[config.mk]
export PLATFORM = sky130hd
export DESIGN_NAME = elevator_request_bank_flat
export DESIGN_NICKNAME = d
export VERILOG_FILES = /design/src/rtl/elevator_request_bank_if.sv /design/src/rtl/elevator_request_bank.sv /design/src/flat_wrapper.sv
export SDC_FILE = /design/constraint.sdc
export NUM_CORES = 1
export LEC_CHECK = 0
export CAP_MARGIN = 30
export CORE_ASPECT_RATIO = 0.75
export CORE_MARGIN = 1
export CORE_UTILIZATION = 55
export CTS_BUF_LIST = sky130_fd_sc_hd__clkbuf_2 sky130_fd_sc_hd__clkbuf_4 sky130_fd_sc_hd__clkbuf_8
export DETAILED_ROUTE_END_ITERATION = 12
export GPL_ROUTABILITY_DRIVEN = 0
export PLACE_DENSITY = 0.76
export SETUP_SLACK_MARGIN = 0.3
export SLEW_MARGIN = 20
export SYNTH_ARGS = -nofsm -noshare
export SYNTH_HDL_FRONTEND = slang
export SYNTH_SLANG_ARGS = --single-unit
export TNS_END_PERCENT = 1
[constraint.sdc]
create_clock -name clk -period 10.39 [get_ports clk]
set_clock_uncertainty 0.1 [all_clocks]
set_input_delay 2.078 -clock clk [delete_from_list [all_inputs] [get_ports clk]]
set_output_delay 2.078 -clock clk [all_outputs]
set_load 0.01 [all_outputs]
[src/rtl/elevator_request_bank_if.sv]
// elevator_request_bank_if
//   Groups the request bank's button, service and request-state signals.
//   master: the controller side (drives buttons/service, reads request state).
//   slave : the request bank itself.
//   Signals:
//     car_btn[2:0]   raw car buttons, bit i = floor i+1
//     hall_up[2:0]   raw hall up buttons (bit 2 has no button)
//     hall_dn[2:0]   raw hall down buttons (bit 0 has no button)
//     cur_floor[1:0] current floor 1..3, 0 = between floors
//     svc_valid      service event at cur_floor this cycle
//     svc_dir[1:0]   00 idle, 01 up, 10 down, 11 same as idle
//     pend_car/pend_up/pend_dn[2:0]  pending requests
//     req_above/req_below/req_here   registered floor summaries
//     lamp[8:0]      {pend_dn, pend_up, pend_car}, registered
//   Handshake: svc_valid is a single-cycle strobe with no ready; a service
//   event is consumed in the cycle it is asserted.
interface elevator_request_bank_if;
    logic [2:0] car_btn;
    logic [2:0] hall_up;
    logic [2:0] hall_dn;
    logic [1:0] cur_floor;
    logic       svc_valid;
    logic [1:0] svc_dir;
    logic [2:0] pend_car;
    logic [2:0] pend_up;
    logic [2:0] pend_dn;
    logic       req_above;
    logic       req_below;
    logic       req_here;
    logic [8:0] lamp;

    modport master (
        output car_btn, hall_up, hall_dn, cur_floor, svc_valid, svc_dir,
        input  pend_car, pend_up, pend_dn, req_above, req_below, req_here, lamp
    );

    modport slave (
        input  car_btn, hall_up, hall_dn, cur_floor, svc_valid, svc_dir,
        output pend_car, pend_up, pend_dn, req_above, req_below, req_here, lamp
    );
endinterface

[src/rtl/elevator_request_bank.sv]
// elevator_request_bank
//   Conditions raw elevator push-buttons (2-flop sync, debounce, rising-edge
//   detect) and holds each accepted press as a sticky pending bit until the
//   controller reports that floor/direction served.  Provides registered
//   above/below/here summaries and button lamps to the controller FSM.
//   Ports:
//     clk  system clock
//     rst  asynchronous, active-high reset
//     bus  elevator_request_bank_if.slave (buttons, service, request state)
//   Internally the nine button lanes are packed as {dn[2:0], up[2:0], car[2:0]},
//   the same order as lamp.  Lanes with no physical button (up at floor 3,
//   down at floor 1) are forced to 0 at the input so they can never set.
module elevator_request_bank #(
    parameter int unsigned DEBOUNCE_CYCLES = 4,
    parameter int unsigned CNT_W           = 8
) (
    input  logic                          clk,
    input  logic                          rst,
    elevator_request_bank_if.slave        bus
);

    localparam logic [8:0]       LANE_EXISTS = 9'b110_011_111;
    localparam logic [CNT_W-1:0] DB_LIMIT    = CNT_W'(DEBOUNCE_CYCLES);
    localparam logic [CNT_W-1:0] CNT_ONE     = CNT_W'(1);

    logic [8:0]       raw;
    logic [8:0]       sync1_q, sync2_q;
    logic [8:0]       stable_q, stable_d;
    logic [8:0]       stable_prev_q;
    logic [CNT_W-1:0] cnt_q [9];
    logic [CNT_W-1:0] cnt_d [9];
    logic [8:0]       set_pulse;
    logic [8:0]       clr;
    logic [2:0]       floor_oh;
    logic [8:0]       pend_q, pend_d;
    logic [2:0]       floor_any;
    logic             above_q, above_d;
    logic             below_q, below_d;
    logic             here_q, here_d;
    logic [8:0]       lamp_q, lamp_d;

    assign raw = {bus.hall_dn, bus.hall_up, bus.car_btn} & LANE_EXISTS;

    // Debounce: the counter only runs while the synced level disagrees with
    // the accepted level; any agreement restarts it, so short glitches die.
    always_comb begin
        stable_d = stable_q;
        for (int i = 0; i < 9; i++) begin
            cnt_d[i] = '0;
            if (sync2_q[i] != stable_q[i]) begin
                if (cnt_q[i] + CNT_ONE == DB_LIMIT) begin
                    stable_d[i] = sync2_q[i];
                end else begin
                    cnt_d[i] = cnt_q[i] + CNT_ONE;
                end
            end
        end
    end

    assign set_pulse = stable_q & ~stable_prev_q;

    // Service clears the car call at cur_floor plus the hall call(s) in the
    // served direction; idle (00/11) serves both hall directions.
    always_comb begin
        floor_oh = 3'b000;
        clr      = 9'b0;
        case (bus.cur_floor)
            2'd1:    floor_oh = 3'b001;
            2'd2:    floor_oh = 3'b010;
            2'd3:    floor_oh = 3'b100;
            default: floor_oh = 3'b000;
        endcase
        if (bus.svc_valid) begin
            clr[2:0] = floor_oh;
            if (bus.svc_dir != 2'b10) clr[5:3] = floor_oh;
            if (bus.svc_dir != 2'b01) clr[8:6] = floor_oh;
        end
        clr = clr & LANE_EXISTS;
    end

    // Clear wins over a coincident set: that press counts as served.
    assign pend_d = (pend_q | set_pulse) & ~clr & LANE_EXISTS;

    // Summaries and lamps are one register stage behind the pending bits.
    always_comb begin
        for (int f = 0; f < 3; f++) begin
            floor_any[f] = pend_q[f] | pend_q[3+f] | pend_q[6+f];
        end
        above_d = 1'b0;
        below_d = 1'b0;
        here_d  = 1'b0;
        case (bus.cur_floor)
            2'd1: begin
                above_d = |floor_any[2:1];
                here_d  = floor_any[0];
            end
            2'd2: begin
                above_d = floor_any[2];
                below_d = floor_any[0];
                here_d  = floor_any[1];
            end
            2'd3: begin
                below_d = |floor_any[1:0];
                here_d  = floor_any[2];
            end
            default: begin
                above_d = 1'b0;
                below_d = 1'b0;
                here_d  = 1'b0;
            end
        endcase
        lamp_d = pend_q;
    end

    always_ff @(posedge clk or posedge rst) begin
        if (rst) begin
            sync1_q       <= '0;
            sync2_q       <= '0;
            stable_q      <= '0;
            stable_prev_q <= '0;
            for (int i = 0; i < 9; i++) cnt_q[i] <= '0;
            pend_q        <= '0;
            above_q       <= 1'b0;
            below_q       <= 1'b0;
            here_q        <= 1'b0;
            lamp_q        <= '0;
        end else begin
            sync1_q       <= raw;
            sync2_q       <= sync1_q;
            stable_q      <= stable_d;
            stable_prev_q <= stable_q;
            for (int i = 0; i < 9; i++) cnt_q[i] <= cnt_d[i];
            pend_q        <= pend_d;
            above_q       <= above_d;
            below_q       <= below_d;
            here_q        <= here_d;
            lamp_q        <= lamp_d;
        end
    end

    assign bus.pend_car  = pend_q[2:0];
    assign bus.pend_up   = pend_q[5:3];
    assign bus.pend_dn   = pend_q[8:6];
    assign bus.req_above = above_q;
    assign bus.req_below = below_q;
    assign bus.req_here  = here_q;
    assign bus.lamp      = lamp_q;

endmodule

[src/flat_wrapper.sv]
// flat-port wrapper written by rule: the top's interface ports become plain ports
module elevator_request_bank_flat 
#(
    parameter int unsigned DEBOUNCE_CYCLES = 4,
    parameter int unsigned CNT_W           = 8
)
  (clk, rst, bus_car_btn, bus_hall_up, bus_hall_dn, bus_cur_floor, bus_svc_valid, bus_svc_dir, bus_pend_car, bus_pend_up, bus_pend_dn, bus_req_above, bus_req_below, bus_req_here, bus_lamp);
  elevator_request_bank_if bus_i ();
  input  logic clk;
  input  logic rst;
  input wire logic [$bits(bus_i.car_btn)-1:0] bus_car_btn;
  input wire logic [$bits(bus_i.hall_up)-1:0] bus_hall_up;
  input wire logic [$bits(bus_i.hall_dn)-1:0] bus_hall_dn;
  input wire logic [$bits(bus_i.cur_floor)-1:0] bus_cur_floor;
  input wire logic [$bits(bus_i.svc_valid)-1:0] bus_svc_valid;
  input wire logic [$bits(bus_i.svc_dir)-1:0] bus_svc_dir;
  output wire logic [$bits(bus_i.pend_car)-1:0] bus_pend_car;
  output wire logic [$bits(bus_i.pend_up)-1:0] bus_pend_up;
  output wire logic [$bits(bus_i.pend_dn)-1:0] bus_pend_dn;
  output wire logic [$bits(bus_i.req_above)-1:0] bus_req_above;
  output wire logic [$bits(bus_i.req_below)-1:0] bus_req_below;
  output wire logic [$bits(bus_i.req_here)-1:0] bus_req_here;
  output wire logic [$bits(bus_i.lamp)-1:0] bus_lamp;
  assign bus_i.car_btn = bus_car_btn;
  assign bus_i.hall_up = bus_hall_up;
  assign bus_i.hall_dn = bus_hall_dn;
  assign bus_i.cur_floor = bus_cur_floor;
  assign bus_i.svc_valid = bus_svc_valid;
  assign bus_i.svc_dir = bus_svc_dir;
  assign bus_pend_car = bus_i.pend_car;
  assign bus_pend_up = bus_i.pend_up;
  assign bus_pend_dn = bus_i.pend_dn;
  assign bus_req_above = bus_i.req_above;
  assign bus_req_below = bus_i.req_below;
  assign bus_req_here = bus_i.req_here;
  assign bus_lamp = bus_i.lamp;
  elevator_request_bank #(.DEBOUNCE_CYCLES(DEBOUNCE_CYCLES), .CNT_W(CNT_W)) u_core (.clk(clk), .rst(rst), .bus(bus_i));
endmodule
==> impl_metrics.csv, run 1 <==
group,metric,value,unit
timing,max_freq,280,MHz
timing,rsz0062_at_grt,"false",
pwr,fin_total_pwr,1.12,mW
floorplanning,die_area,8530,sq um
final_layout,fin_nets,476,
setup_path,critPathKind,"flop to output port",
worst_hold_path,min-delay-start,"u_core.sync1_q[8]",
setup_path,regToRegStartpoint,"u_core.cnt_q[0]",
global_route,grt_remaining_overflow,0,
clock_network,numCtsBuffers,9,
floorplanning,fp.coreArea,7880,sq um
clock_network,cts_tree,"yes",
floorplanning,rows,28,
timing,hold_violations,0,
floorplanning,die_x,106,um
global_route,first_global_vias,2800,
timing,worstMarginPinSlew,0.709,ns
route,routedWlPerCell,14.0,um
global_route,grt_max_degree,53,
outcome,status,"finished, final reports clean",
route,drtIter0Drc,110,
pwr,power_frac_seq,50.7,%
final_layout,multi_input_area,1880,sq um
route,wl_met1,3.68,mm
logic_synthesis,synth_async_sr_flop_share,100,%
pwr,powerDensity,218,nW/um^2
clock_network,cts.path.max_buffers,2,
clock_network,clk_latency,0.37,ns
pwr,max-vdd-ir-drop,0.000170,V
setup_path,crit_required,8.21,ns
setup_path,crit_arrival,1.39,ns
setup_path,start_kind,"flop",
timing,finalCriticalPeriod,3.57,ns
setup_path,critPathSlowestCell,"clkdlybuf4s50_1",
clock_network,cts_resized,0,
logic_synthesis,syn_area,4490,sq um
route,drt_wl_total,7.72,mm
floorplanning,start_util,56.9,%
logic_synthesis,synth.distinct_cells,34,
setup_path,max_stage_delay,0.59,ns
final_layout,nFillCells,622,
logic_synthesis,ys.flop_type,"dfrtp_1",
route,drc,0,
floorplanning,io_pins,37,
route,vias,2905,
timing,finalSetupTns,0,ns
clock_network,ctsRootBufferMaster,"clkbuf_8",
setup_path,path_max_fanout,5,
logic_synthesis,ys_seq_area_share,56.3,%
worst_hold_path,hold_path_depth,0,
placed_design,dp_hpwl,5.43,mm
logic_synthesis,synth_compound_area_share,7.19,%
job,maxCapViolCount,0,
clock_network,cts.clk_slew.worst_paths,0.09,ns
global_route,grt_pass1_wl,13.1,mm
logic_synthesis,synth.top_cell.area_share,56.3,%
route,route.met2.wl,3.60,mm
global_route,antenna_found_initial,0,
logic_synthesis,synth.area.mux_share,1.84,%
pwr,p_int,761,uW
route,wl_met3,338,um
timing,setup_violations,0,
pwr,power_leakage,2.25,nW
setup_path,ff2ff_setup_slack,8.30,ns
route,dr.max_layer_used,"met4",
global_route,grt_usage,20.2,%
route,detail-route-antenna-nets,0,
final_layout,layout-drive-gt1-share,7.17,%
setup_path,cp_num_buf_inv,1,
route,vias_per_cell,5.27,
final_layout,n_antenna_cell,0,
setup_path,endpoint_kind,"output port",
logic_synthesis,avgSynthCellArea,11.2,sq um
pwr,combPwrFrac,26.1,%
setup_path,critPathTopFamily,"buffers and inverters",
pwr,sw_frac_of_total,32.0,%
worst_hold_path,whs_endpoint,"u_core.sync2_q[8]",
placed_design,io_buffers,30,
pwr,power_switching,359,uW
clock_network,post_cts.repair.setup_buffers,0,
floorplanning,dieHeight,80.2,um
final_layout,area_growth,14.3,%
logic_synthesis,yosys.area_share.simple,16.8,%
logic_synthesis,ys_ff_latch,101,
setup_path,crit_cells,1,
setup_path,worstReg2RegEnd,"u_core.stable_q[8]",
logic_synthesis,yosys.area_share.xor_xnor,10.5,%
logic_synthesis,synthAdderAreaFrac,5.30,%
timing,relSlewSlack,52.4,%
clock_network,cts.sinks,101,
logic_synthesis,synth_top_family_by_area,"simple AND/OR/NAND/NOR gates",
timing,hold_slack,0.255,ns
logic_synthesis,yosysTopAreaCell,"dfrtp_1",
logic_synthesis,yosys_warnings,0,
logic_synthesis,synth_edf_count,0,
timing,slew_violations,0,
worst_hold_path,min_path_type,"flop to flop",
setup_path,path_cells,"clkdlybuf4s50_1",
final_layout,seq_area,2530,sq um
setup_path,r2r_cells,5,
clock_network,htree_num_levels,3,
clock_network,cts-hold-fix-buffers,0,
route,dr.pass1.iters,4,
timing,min_period_over_period,34.4,%
logic_synthesis,netlist_top_cells_area,"dfrtp_1 (56%), xnor2_1 (5.9%), ha_1 (5.3%)",
logic_synthesis,postSynthCellCount,400,
pwr,clkPwrFrac,23.3,%
-- routing by layer --
metal  vias to the layer above  GRT usage (%)
met5                         -              0
met4                         0           6.67
met3                        10           6.90
met2                        51           32.1
met1                      1408           26.1
li1                       1436              -
-- metrics by stage --
step,worst slack [ns],instance area (sq um),cells,util [%]
2_1_floorplan,5.56,4500,403,-
3_3_place_gp,6.63,4910,535,62.3
3_5_place_dp,6.61,4910,535,62.3
4_1_cts,6.80,5130,551,65.0
5_1_grt,6.76,5130,551,65.0
6_report,6.82,5130,551,65.0
-- cell usage after synthesis, types with 2 or more instances --
cell and instances:
dfrtp_1 101, nor2_1 55, xnor2_1 30, nand2_1 28, xor2_1 24, nand3_1 22
ha_1 19, a21oi_1 17, inv_1 15, nand2b_1 10, nor2b_1 8, nand4_1 7
o22ai_1 7, mux2_2 6, nor3b_1 6, a31oi_1 5, a32o_1 5, a41o_1 5
and3_1 5, nor3_2 5, buf_4 4, a21boi_0 2, nor3_1 2, o21ai_0 2
-- final cells by class --
class / count / area share (%)
multi-input cells: 283 / 36.7
flip-flops and latches: 101 / 49.3
repair buffers: 31 / 6.00
clock inverters: 4 / 1.02
well taps: 105 / 2.56
clock buffers: 12 / 3.22
inverters: 15 / 1.15
-- flip-flops by register name, summed over array words and instances, names as in the netlist --
signal and flops:
u_core.cnt_q 56, u_core.bus.lamp 7, u_core.lamp_d 7, u_core.stable_prev_q 7, u_core.stable_q 7, u_core.sync1_q 7, u_core.sync2_q 7, u_core.bus.req_above 1
u_core.bus.req_below 1, u_core.bus.req_here 1
-- power groups by stage --
stage               sequential [mW]  clock [mW]  combinational, mW
finish                        0.568       0.261              0.292
global route                  0.581       0.282              0.327
CTS                           0.568       0.268              0.295
detailed placement            0.575           0              0.292
global placement              0.570           0              0.283
floorplan                     0.568           0              0.168
-- cell families (layout without fill, tap and decap cells) --
logic type,after synthesis,in the layout
muxes,7,7
adders and majority gates,19,19
xor gates and xnor gates,54,54
buffers and inverters,19,62
and+or+nand+nor,153,153
other,1,4
AOI/OAI and AO/OA,46,46
DFF,101,101
-- placed cells by master (no fill, tap or decap), types with 2 or more instances in the layout --
cell type / instances
a21boi_0: 2
a21oi_1: 17
a31oi_1: 5
a32o_1: 5
a41o_1: 5
and3_1: 5
clkbuf_8: 12
clkdlybuf4s50_1: 30
conb_1: 4
dfrtp_1: 101
ha_1: 19
inv_1: 14
mux2_2: 6
nand2_1: 28
nand2b_1: 10
nand3_1: 22
nand4_1: 7
nor2_1: 55
nor2b_1: 8
nor3_1: 2
nor3_2: 5
nor3b_1: 6
o21ai_0: 2
o22ai_1: 7
xnor2_1: 30
xor2_1: 24
-- worst max path at each step --
stage	from	end
floorplan	rst	u_core.bus.lamp[0]
global placement	rst	u_core.cnt_q[2]
detailed placement	rst	u_core.cnt_q[2]
CTS	u_core.lamp_d[2]	bus_pend_car[2]
global route	u_core.lamp_d[8]	bus_pend_dn[2]
finish	u_core.lamp_d[8]	bus_pend_dn[2]
-- worst reg2reg max path: cells and delay by family (launching register included) --
kind,cells,cell delay [ns]
multiplexers,1,0.31
flip-flops,1,0.47
adder cells (fa/ha/maj),1,0.28
AND/OR/NAND/NOR,2,0.53
AO/OA/AOI/OAI,1,0.29
Power figures use the tool's default switching activity.
==> inputs of run 2 (changes only) <==
==> constraint.sdc (replaced) <==
create_clock -name clk -period 3.5 [get_ports clk]
set_clock_uncertainty 0.1 [all_clocks]
set_input_delay 0.7 -clock clk [delete_from_list [all_inputs] [get_ports clk]]
set_output_delay 0.7 -clock clk [all_outputs]
set_load 0.01 [all_outputs]
==> impl_metrics.csv, run 2 (synthesized netlist as in run 1, its figures left out) <==
group,metric,value,unit
setup_path,critPathSlowestCell,"clkdlybuf4s50_1",
timing,min_period_over_period,62.9,%
clock_network,numCtsBuffers,9,
pwr,power_leakage,2.25,nW
pwr,powerDensity,648,nW/um^2
clock_network,post_cts.repair.setup_buffers,0,
route,drtIter0Drc,135,
timing,setup_violations,0,
setup_path,cp_num_buf_inv,1,
setup_path,regToRegStartpoint,"u_core.cnt_q[0]",
global_route,grt_pass1_wl,12.8,mm
floorplanning,die_area,8530,sq um
timing,slew_violations,0,
final_layout,fin_nets,477,
final_layout,layout_common_cells,"dfrtp_1 (101), nor2_1 (55), xnor2_1 (30), clkdlybuf4s50_1 (30), nand2_1 (28)",
placed_design,dp_hpwl,5.34,mm
route,routedWlPerCell,13.3,um
final_layout,fin_util,65.3,%
floorplanning,die_x,106,um
route,dr.pass1.iters,4,
setup_path,path_max_fanout,5,
final_layout,fin_area,5150,sq um
setup_path,path_cells,"clkdlybuf4s50_1",
global_route,antenna_found_initial,0,
final_layout,area_growth,14.8,%
job,maxCapViolCount,0,
global_route,grt_remaining_overflow,0,
final_layout,largest_register_ffs,56,
pwr,clkPwrFrac,24.0,%
clock_network,cts.sinks,101,
global_route,grt_max_degree,56,
setup_path,r2r_cells,5,
setup_path,critPathTopFamily,"buffers and inverters",
floorplanning,rows,28,
outcome,status,"finished, final reports clean",
setup_path,crit_start,"u_core.lamp_d[3]",
setup_path,crit_required,2.70,ns
timing,rsz0062_at_grt,"false",
setup_path,worstReg2RegEnd,"u_core.stable_q[8]",
pwr,combPwrFrac,25.6,%
setup_path,critPathKind,"flop to output port",
route,vias_per_cell,5.30,
pwr,power_switching,1.06,mW
setup_path,crit_arrival,1.40,ns
floorplanning,fp.coreArea,7880,sq um
clock_network,htree_num_levels,3,
setup_path,crit_cells,1,
timing,finalSetupTns,0,ns
clock_network,cts_resized,0,
setup_path,endpoint_kind,"output port",
setup_path,max_stage_delay,0.57,ns
setup_path,start_kind,"flop",
timing,max_freq,454,MHz
global_route,grt_usage,19.6,%
floorplanning,io_pins,37,
worst_hold_path,min_path_type,"flop to flop",
pwr,power_frac_seq,50.3,%
route,drc,0,
clock_network,cts.clk_slew.worst_paths,0.10,ns
clock_network,cts.path.max_buffers,2,
placed_design,pre_cts_slack,1.38,ns
pwr,max-vdd-ir-drop,0.000411,V
final_layout,n_antenna_cell,0,
route,vias,2921,
pwr,p_int,2.28,mW
floorplanning,start_util,56.9,%
setup_path,endpoint,"bus_pend_up[0]",
global_route,first_global_vias,2794,
placed_design,io_buffers,30,
timing,finalCriticalPeriod,2.20,ns
clock_network,ctsRootBufferMaster,"clkbuf_8",
timing,hold_violations,0,
clock_network,cts_tree,"yes",
floorplanning,dieHeight,80.2,um
final_layout,layout-drive-gt1-share,7.17,%
clock_network,cts-hold-fix-buffers,0,
pwr,sw_frac_of_total,31.9,%
placed_design,placed_area,4930,sq um
final_layout,largest-register,"u_core.cnt_q",
setup_path,ff2ff_setup_slack,1.39,ns
pwr,fin_total_pwr,3.34,mW
route,drt_wl_total,7.32,mm
final_layout,mostFrequentLayoutCell,"dfrtp_1",
timing,worst_slack,1.30,ns
timing,relSlewSlack,53.7,%
clock_network,clk_latency,0.37,ns
route,detail-route-antenna-nets,0,
timing,worstMarginPinSlew,0.690,ns
-- run 2: cell types whose count changed in the layout (fill, tap and decap cells not counted), sizes merged --
cell      delta
clkinv       -2
clkbuf       -3
bufinv       +1
buf          +1
clkinvlp     +3
-- run 2: per-layer routing --
metal	global-route usage, %	share of wire [%]	up-vias
met1	26.7	48	1420
met4	6.25	1.1	0
li1	-	-	1441
met3	5.84	3.8	7
met2	30.1	47	53
met5	0	0	-
-- run 2: area by class of cell --
type                            count  area, sq um
Clock buffer                        9          124
Sequential cell                   101         2530
Timing Repair Buffer               32          328
Inverter                           15         60.1
Clock inverter                      6         95.1
Tap cell                          105          131
Multi-Input combinational cell    283         1880
Fill cell                         621         2730
-- run 2: stage by stage --
| stage | cells | hold WS [ns] |
|---|---|---|
| after CTS | 551 | 0.260 |
| final | 551 | 0.257 |
| after detailed placement | 536 | 0.238 |
| after global placement | 536 | 0.234 |
| after global routing | 551 | 0.263 |
| after floorplan | 403 | 0.231 |
-- run 2: worst min path at each step --
stage	startpoint	end	slack, ns	cells past startpoint
6_report	u_core.sync1_q[7]	u_core.sync2_q[7]	0.26	0
3_3_place_gp	u_core.sync1_q[8]	u_core.sync2_q[8]	0.23	0
4_1_cts	u_core.sync1_q[7]	u_core.sync2_q[7]	0.26	0
3_5_place_dp	u_core.sync1_q[7]	u_core.sync2_q[7]	0.24	0
5_1_grt	u_core.sync1_q[0]	u_core.sync2_q[0]	0.26	0
2_1_floorplan	u_core.sync1_q[0]	u_core.sync2_q[0]	0.23	0
-- run 2: power by group through the flow --
stage          registers (mW)  logic [mW]  clock network (mW)
6_report                 1.68       0.856               0.802
3_3_place_gp             1.70       0.841                   0
4_1_cts                  1.68       0.864               0.833
2_1_floorplan            1.69       0.499                   0
3_5_place_dp             1.71       0.858                   0
5_1_grt                  1.72       0.955               0.871
==> inputs of run 3 (changes only) <==
--- a/config.mk
+++ b/config.mk
@@ -8,11 +8,11 @@
 export CAP_MARGIN = 30
 export CORE_ASPECT_RATIO = 0.75
 export CORE_MARGIN = 1
-export CORE_UTILIZATION = 55
+export CORE_UTILIZATION = 54
 export CTS_BUF_LIST = sky130_fd_sc_hd__clkbuf_2 sky130_fd_sc_hd__clkbuf_4 sky130_fd_sc_hd__clkbuf_8
 export DETAILED_ROUTE_END_ITERATION = 12
 export GPL_ROUTABILITY_DRIVEN = 0
-export PLACE_DENSITY = 0.76
+export PLACE_DENSITY = 0.78
 export SETUP_SLACK_MARGIN = 0.3
 export SLEW_MARGIN = 20
 export SYNTH_ARGS = -nofsm -noshare
==> constraint.sdc (replaced) <==
create_clock -name clk -period 1.78 [get_ports clk]
set_clock_uncertainty 0.1 [all_clocks]
set_input_delay 0.356 -clock clk [delete_from_list [all_inputs] [get_ports clk]]
set_output_delay 0.356 -clock clk [all_outputs]
set_load 0.01 [all_outputs]
==> impl_metrics.csv, run 3 (synthesized netlist as in run 1, its figures left out) <==
group,metric,value,unit
placed_design,placed_area,5120,sq um
worst_hold_path,hold_path_depth,0,
clock_network,cts.path.max_buffers,2,
floorplanning,dieHeight,80.9,um
setup_path,critPathSlowestCell,"dfrtp_1",
clock_network,cts.clk_slew.worst_paths,0.09,ns
worst_hold_path,min_path_type,"flop to flop",
pwr,fin_total_pwr,6.99,mW
route,drc,0,
final_layout,layout_common_cells,"dfrtp_1 (92), nor2_1 (52), xnor2_1 (28)",
setup_path,crit_arrival,1.89,ns
setup_path,max_stage_delay,0.42,ns
final_layout,mostFrequentLayoutCell,"dfrtp_1",
route,drtIter0Drc,127,
final_layout,largest_register_ffs,56,
clock_network,numCtsBuffers,9,
floorplanning,io_pins,37,
clock_network,htree_num_levels,3,
placed_design,io_buffers,30,
route,vias_per_cell,5.42,
setup_path,critPathTopFamily,"simple AND/OR/NAND/NOR gates",
pwr,powerDensity,1230,nW/um^2
setup_path,path_max_fanout,4,
timing,finalCriticalPeriod,1.76,ns
setup_path,critPathKind,"flop to flop",
timing,min_period_over_period,98.6,%
setup_path,crit_cells,5,
floorplanning,rows,28,
floorplanning,die_area,8680,sq um
floorplanning,start_util,56.4,%
timing,setup_violations,0,
global_route,first_global_vias,2863,
final_layout,fin_area,5680,sq um
placed_design,dp_hpwl,5.52,mm
setup_path,path_cells,"and3_1 > and4_4 > nor3b_2 > o221a_4 > mux2_4",
floorplanning,fp.coreArea,7950,sq um
global_route,grt_usage,19.8,%
clock_network,ctsRootBufferMaster,"clkbuf_8",
setup_path,cp_num_buf_inv,0,
timing,rsz0062_at_grt,"true",
final_layout,area_growth,26.6,%
setup_path,r2r_cells,5,
global_route,grt_remaining_overflow,0,
route,detail-route-antenna-nets,0,
placed_design,dpl.cell_count,557,
timing,hold_violations,0,
route,vias,3144,
route,routedWlPerCell,15.0,um
setup_path,endpoint_kind,"flop",
route,dr.pass1.iters,4,
placed_design,pre_cts_slack,-0.0106,ns
final_layout,fin_nets,505,
final_layout,fin_util,71.4,%
final_layout,layout-drive-gt1-share,26.9,%
pwr,max-vdd-ir-drop,0.000628,V
global_route,grt_pass1_wl,13.2,mm
route,drt_wl_total,8.71,mm
timing,max_freq,570,MHz
timing,slew_violations,0,
outcome,status,"finished, final reports clean",
job,maxCapViolCount,0,
global_route,grt_max_degree,62,
clock_network,cts.sinks,101,
pwr,power_leakage,2.57,nW
clock_network,cts_tree,"yes",
timing,worst_slack,0.0246,ns
setup_path,crit_required,1.92,ns
final_layout,n_antenna_cell,0,
clock_network,clk_latency,0.35,ns
global_route,antenna_found_initial,0,
setup_path,start_kind,"flop",
floorplanning,die_x,107,um
final_layout,fin_cells,580,
final_layout,largest-register,"u_core.cnt_q",
-- run 3: changes by cell type in the layout (fill, tap and decap cells not counted), moves of 7 or more --
cell / previous run / this run
buf_4: 1 / 26
clkdlybuf4s50_1: 30 / 13
dfrtp_1: 101 / 92
dfrtp_2: 0 / 9
dlymetal6s2s_1: 0 / 11
ha_1: 19 / 6
ha_4: 0 / 7
-- run 3: final cells by class --
cell class | count | area, sq um
clock buffers | 11 | 145
fillers | 532 | 2270
inverters | 15 | 62.6
well taps | 105 | 131
multi-input cells | 283 | 2190
flip-flops and latches | 101 | 2540
repair buffers | 60 | 556
clock inverters | 5 | 58.8
-- run 3: repair_timing --
action,CTS,global route
gates resized for setup,9,96
buffers inserted,7,0
pin swaps,3,30
hold buffers,0,0
setup endpoints to repair,38,39
-- run 3: per-stage QoR --
step / hold slack (ns) / TNS, ns
4_1_cts: 0.255 / 0
3_3_place_gp: 0.232 / 0
5_1_grt: 0.266 / -0.0856
2_1_floorplan: 0.231 / 0
3_5_place_dp: 0.235 / -0.0106
6_report: 0.254 / 0
-- run 3: layer usage --
| layer | part of all wire (%) | GRT usage (%) | up-vias |
|---|---|---|---|
| met1 | 46 | 25.8 | 1573 |
| met5 | 0 | 0 | - |
| met4 | 0.65 | 5.21 | 0 |
| met2 | 50 | 32.5 | 66 |
| li1 | - | - | 1499 |
| met3 | 4.0 | 6.42 | 6 |
-- run 3: final timing paths --
check                                   from                 end  slack [ns]
min reg2reg                u_core.sync1_q[2]   u_core.sync2_q[2]        0.25
max                          u_core.cnt_q[1]  u_core.stable_q[8]        0.02
max in group asynchronous                rst    u_core.cnt_q[32]        0.94
min in group asynchronous                rst     u_core.cnt_q[3]        0.33
min                        u_core.sync1_q[2]   u_core.sync2_q[2]        0.25
max reg2reg                  u_core.cnt_q[1]  u_core.stable_q[8]        0.02
-- run 3: power by group --
group          switching, mW  leakage [nW]  internal [mW]
clock                  0.750        0.0994          0.707
combinational           1.05          1.16           1.13
sequential             0.516          1.31           2.83
total                   2.32          2.57           4.66
-- run 3: worst reg2reg max path: cells and delay by family, from the launching register on --
kind	cells	cell delay, ns
AOI/OAI and AO/OA	1	0.23
and+or+nand+nor	3	0.61
DFF	1	0.42
muxes	1	0.29
